==> config.mk <==
export PLATFORM = sky130hd
export DESIGN_NAME = if_fetch_unit
export DESIGN_NICKNAME = d
export VERILOG_FILES = /design/src/rtl/if_pkg.sv /design/src/rtl/fetch_buf.sv /design/src/rtl/if_fetch_unit.sv
export SDC_FILE = /design/constraint.sdc
export NUM_CORES = 1
export LEC_CHECK = 0
export BUFFER_PORTS_ARGS = -buffer_cell sky130_fd_sc_hd__buf_2
export CORE_MARGIN = 2
export CORE_UTILIZATION = 35
export DETAILED_ROUTE_END_ITERATION = 16
export PLACE_DENSITY = 0.57
export SYNTH_ARGS = -nofsm -noshare
export SYNTH_HDL_FRONTEND = slang
export SYNTH_HIERARCHICAL = 1
export SYNTH_SLANG_ARGS = --single-unit
==> constraint.sdc <==
create_clock -name clk -period 3.7 [get_ports clk]
set_input_delay 0.74 -clock clk [delete_from_list [all_inputs] [get_ports clk]]
set_output_delay 0.74 -clock clk [all_outputs]
set_load 0.02 [all_outputs]
==> src/rtl/if_pkg.sv <==
// Shared types for the instruction-fetch unit.
// Holds the NOP constant, the buffered entry layout and the fetch states.
package if_pkg;

  localparam logic [31:0] IF_NOP = 32'h0000_0013;

  typedef struct packed {
    logic [31:0] pc;
    logic [31:0] instr;
    logic        fault;
  } if_entry_t;

  typedef enum logic {
    IF_RUN,
    IF_STOP
  } if_state_e;

endpackage

==> src/rtl/fetch_buf.sv <==
// fetch_buf: 2-entry synchronous FIFO with flush and simultaneous push/pop.
// Ports: clk, rst, i_flush, i_push, i_pop, i_data -> o_valid, o_full, o_data.
module fetch_buf
  import if_pkg::*;
(
  input  logic      clk,
  input  logic      rst,
  input  logic      i_flush,
  input  logic      i_push,
  input  logic      i_pop,
  input  if_entry_t i_data,
  output logic      o_valid,
  output logic      o_full,
  output if_entry_t o_data
);

  if_entry_t   r_e0;
  if_entry_t   r_e1;
  logic [1:0]  r_cnt;
  logic        w_pop;
  logic        w_push;

  // r_e0 is always the head; r_e1 is the second slot.
  assign w_pop  = i_pop && (r_cnt != 2'd0);
  assign w_push = i_push && ((r_cnt != 2'd2) || w_pop);

  always_ff @(posedge clk) begin
    if (rst) begin
      r_e0  <= '0;
      r_e1  <= '0;
      r_cnt <= 2'd0;
    end else if (i_flush) begin
      r_cnt <= 2'd0;
    end else begin
      case ({w_push, w_pop})
        2'b10: begin
          if (r_cnt == 2'd0) r_e0 <= i_data;
          else               r_e1 <= i_data;
          r_cnt <= r_cnt + 2'd1;
        end
        2'b01: begin
          r_e0  <= r_e1;
          r_cnt <= r_cnt - 2'd1;
        end
        2'b11: begin
          if (r_cnt == 2'd1) begin
            r_e0 <= i_data;
          end else begin
            r_e0 <= r_e1;
            r_e1 <= i_data;
          end
        end
        default: ;
      endcase
    end
  end

  assign o_valid = (r_cnt != 2'd0);
  assign o_full  = (r_cnt == 2'd2);
  assign o_data  = o_valid ? r_e0 : '0;

endmodule

==> src/rtl/if_fetch_unit.sv <==
// if_fetch_unit: owns the fetch PC, checks it, and queues fetched words.
// Ports: IMEM addr/data, EX redirect, valid/ready decode handshake.
module if_fetch_unit
  import if_pkg::*;
#(
  parameter logic [31:0] RESET_PC  = 32'h0000_0000,
  parameter int          IMEM_SIZE = 1024,
  parameter int          BUF_DEPTH = 2
) (
  input  logic        clk,
  input  logic        rst,
  output logic [31:0] imem_pc,
  input  logic [31:0] imem_instr,
  input  logic        redirect_valid,
  input  logic [31:0] redirect_pc,
  output logic        if_valid,
  input  logic        if_ready,
  output logic [31:0] if_pc,
  output logic [31:0] if_instr,
  output logic        if_fault
);

  localparam logic [31:0] LAST_PC = 32'(IMEM_SIZE - 4);

  if (BUF_DEPTH != 2) begin : g_depth_chk
    $error("if_fetch_unit: only BUF_DEPTH=2 is supported");
  end

  logic [31:0] r_fpc;
  if_state_e   r_state;

  logic        w_bad;
  logic        w_pop;
  logic        w_push;
  logic        w_full;
  logic        w_valid;
  if_entry_t   w_in;
  if_entry_t   w_head;

  // Fault check runs before any wrap can happen.
  assign w_bad = (r_fpc[1:0] != 2'b00) || (r_fpc > LAST_PC);

  assign w_pop  = w_valid && if_ready;
  assign w_push = (r_state == IF_RUN) && !redirect_valid
               && (!w_full || w_pop);

  always_comb begin
    w_in.pc    = r_fpc;
    w_in.instr = w_bad ? IF_NOP : imem_instr;
    w_in.fault = w_bad;
  end

  always_ff @(posedge clk) begin
    if (rst) begin
      r_fpc   <= RESET_PC;
      r_state <= IF_RUN;
    end else if (redirect_valid) begin
      r_fpc   <= redirect_pc;
      r_state <= IF_RUN;
    end else if (w_push) begin
      if (w_bad) r_state <= IF_STOP;
      else       r_fpc   <= r_fpc + 32'd4;
    end
  end

  fetch_buf u_buf (
    .clk     (clk),
    .rst     (rst),
    .i_flush (redirect_valid),
    .i_push  (w_push),
    .i_pop   (w_pop),
    .i_data  (w_in),
    .o_valid (w_valid),
    .o_full  (w_full),
    .o_data  (w_head)
  );

  assign imem_pc  = r_fpc;
  assign if_valid = w_valid;
  assign if_pc    = w_head.pc;
  assign if_instr = w_head.instr;
  assign if_fault = w_head.fault;

endmodule

==> out/summary.txt <==
Top FF cell, synth - dfxtp_1
Largest cells by area after synthesis - dfxtp_1 42%, nand2_1 13%, nor2b_1 5.4%
CP delay by family, top - buffers and inverters
Clock root buffer - clkbuf_16
Final Critical Period - 2.83 ns
RSZ-0062 raised after global routing - false
Routed via count - 6,720
Final Net Count - 1,140
Global-route wire length before repair - 32,900 µm
First-pass DRT Iterations - 7
Synth cell types - 48
Worst Skew - 0.0121 ns
EDFF count, synth - 0
Critical-path top delay cell - buf_4
Syn avg cell area - 7.99 µm²
Vias in the first global route - 6,232
Slowest stage delay, CP - 0.60 ns
Peak VDD IR - 315 µV
Layout area overhead - 16.3%
Pwr Density - 450 nW/µm²
CP startpoint kind - register
Port bufs - 165
Drt via density - 4.94
Worst slew margin - 47.0%
Crit share post-route - 76.6%
R2R Path Start - u_buf/r_cnt[1]
Final setup violation count - 0
Hold endpoint - u_buf/r_e1[62]
Max Slew Vio Count - 0
F_max - 0.353 GHz
1st-iter DRT viols - 417
DP Area - 8560 µm²
Post-synth top cells - 266 x nand2_1, 165 x dfxtp_1, 99 x nor2_1
Hold WS - 0.454 ns
Finished Cell Area - 9100 µm²
GRT Util Overall - 17.3%
Clk_lat worst skew - 0.42 ns
Die extent in y - 153 µm
Yosys top cell by area - dfxtp_1
Final hold viol count - 0
FF+latch count, synth - 165
Final GP Congestion - 0.755
Row count - 54
Residual DRC - 0
Synthesized Nets - 1,051
Max Cap Viol - 0
CTS tree - built
Ant. Diodes - 0
Antenna violations before repair - 0
GR Util met3 - 3.57%
Max H-tree Level - 4
Ports - 166
R2R depth - 8
Share of layout cells above drive strength 1 - 22.0%
Setup CP Type - register to output pin
Hold-fix buffers, CTS - 0
CTS max path bufs - 2
HPWL Detailed - 13,000 µm
WL/cell - 15.0 µm
Async SR Flop Fraction - 0%
Drt total wl - 20,500 µm
Post-cts repair resize count - 0
Worst-margin pin slew - 0.788 ns
Synthesized instance count - 979
GRT Residual Overflow - 0
Most frequent cell after synthesis - nand2_1
Critical Path AT - 2.09 ns
CTS buffer count - 17
Largest net degree at the start of global routing - 91
Hold path startpoint - u_buf/r_e1[62]
Buf/Inv on CP - 3
TritonCTS Sinks - 165
Met1 global-route usage - 23.3%
Synth top area share - 42.2%
Full die area - 23,600 µm²
P_leak - 3.42 nW
Worst-path cell chain - inv_1 > ha_4 > buf_4 > nor2b_1 > buf_2
GRT Max-Usage Layer - met2
Worst Path Max Fanout - 67
Post-CTS Setup Bufs - 0
Hold WC Path Type - register to register
Hold Path Stages - 2
Horiz. Die Dim - 153 µm
Grt met2 use - 28.0%
Synthesized cell area - 7820 µm²
RR Endpoint - u_buf/r_e0[57]
Reg2reg setup slack - 1.10 ns
Core Area - 21,900 µm²
Yosys warns - 6
Worst Path Required - 2.96 ns
Post-Route Setup TNS - 0 ns
Sequential share of the synthesized area - 42.2%
Worst setup EP type - output pin
Status - finished clean
Initial Util - 35.7%
Routed Antenna Nets - 0
Clock slew at reported path FFs - 0.06 ns
metrics by stage:
stage / utilization (%) / setup WS [ns] / total power [mW] / cells
2_1_floorplan: - / 1.21 / 2.35 / 979
3_3_place_gp: 39.1 / 1.04 / 2.49 / 1329
3_5_place_dp: 39.1 / 0.978 / 2.50 / 1329
4_1_cts: 41.6 / 0.828 / 4.15 / 1361
5_1_grt: 41.6 / 0.727 / 4.28 / 1361
6_report: 41.6 / 0.867 / 4.09 / 1361
state kept, by name (all words and copies together), names as in the netlist:
| name | flops |
|---|---|
| imem_pc | 32 |
| u_buf/r_e0 | 65 |
| r_state | 1 |
| u_buf/r_cnt | 2 |
| u_buf/r_e1 | 65 |
area by class of cell:
cell class / count / area (µm²)
Timing Repair Buffer: 181 / 990
Clock buffer: 24 / 462
Inverter: 9 / 33.8
Tap cell: 280 / 350
Clock inverter: 8 / 77.6
Sequential cell: 165 / 3300
Fill cell: 2285 / 12800
Multi-Input combinational cell: 694 / 3880
routing by layer:
layer  up-vias  routed length [µm]
met3        16                 968
met4         0                 218
li1       3422                   -
met5         -                   0
met1      3130                9620
met2       152                9660
cells by family (layout without fill, tap and decap cells):
kind of cell	after synthesis	in the layout	share of synthesized area [%]
buffers and inverters	120	222	8.69
muxes	27	27	3.46
adders and majority gates	4	4	0.640
xor gates and xnor gates	2	2	0.224
DFF	165	165	42.2
and+or+nand+nor	500	500	28.9
AOI/OAI and AO/OA	161	161	15.9
where the power goes:
group	internal (mW)	switching (mW)	leakage, nW
Sequential	1.86	0.0707	1.34
Clock	0.943	0.701	0.258
Combinational	0.196	0.316	1.81
tightest hold or removal path, delay by kind of cell (launching register included):
| family | cells | cell delay [ns] |
|---|---|---|
| AOI/OAI and AO/OA | 1 | 0.05 |
| DFF | 1 | 0.31 |
| and+or+nand+nor | 1 | 0.05 |
layout by cell type (no fill, tap or decap), types with 4 or more instances in the layout:
cell type	instances
or3_1	4
clkbuf_1	6
nand4_1	4
clkbuf_16	17
a311oi_1	46
dfxtp_1	165
and2_1	30
nor2_1	98
a21oi_1	66
o21ai_0	8
nor4_1	5
nor2b_1	68
buf_4	13
nor3_1	4
nand2_1	266
mux2i_1	27
a311oi_2	20
nand3_1	6
inv_1	9
buf_2	164
worst max path at each step:
| stage | from | end | slack [ns] | cells after the start |
|---|---|---|---|---|
| 2_1_floorplan | redirect_valid | u_buf/r_e0[47] | 1.21 | 9 |
| 3_3_place_gp | if_ready | u_buf/r_e0[9] | 1.04 | 8 |
| 3_5_place_dp | if_ready | u_buf/r_e0[42] | 0.98 | 8 |
| 4_1_cts | u_buf/r_cnt[1] | if_pc[1] | 0.83 | 5 |
| 5_1_grt | u_buf/r_cnt[0] | if_pc[1] | 0.73 | 5 |
| 6_report | u_buf/r_cnt[1] | if_pc[1] | 0.87 | 5 |
Note: power is estimated with default switching activity, not from simulation.
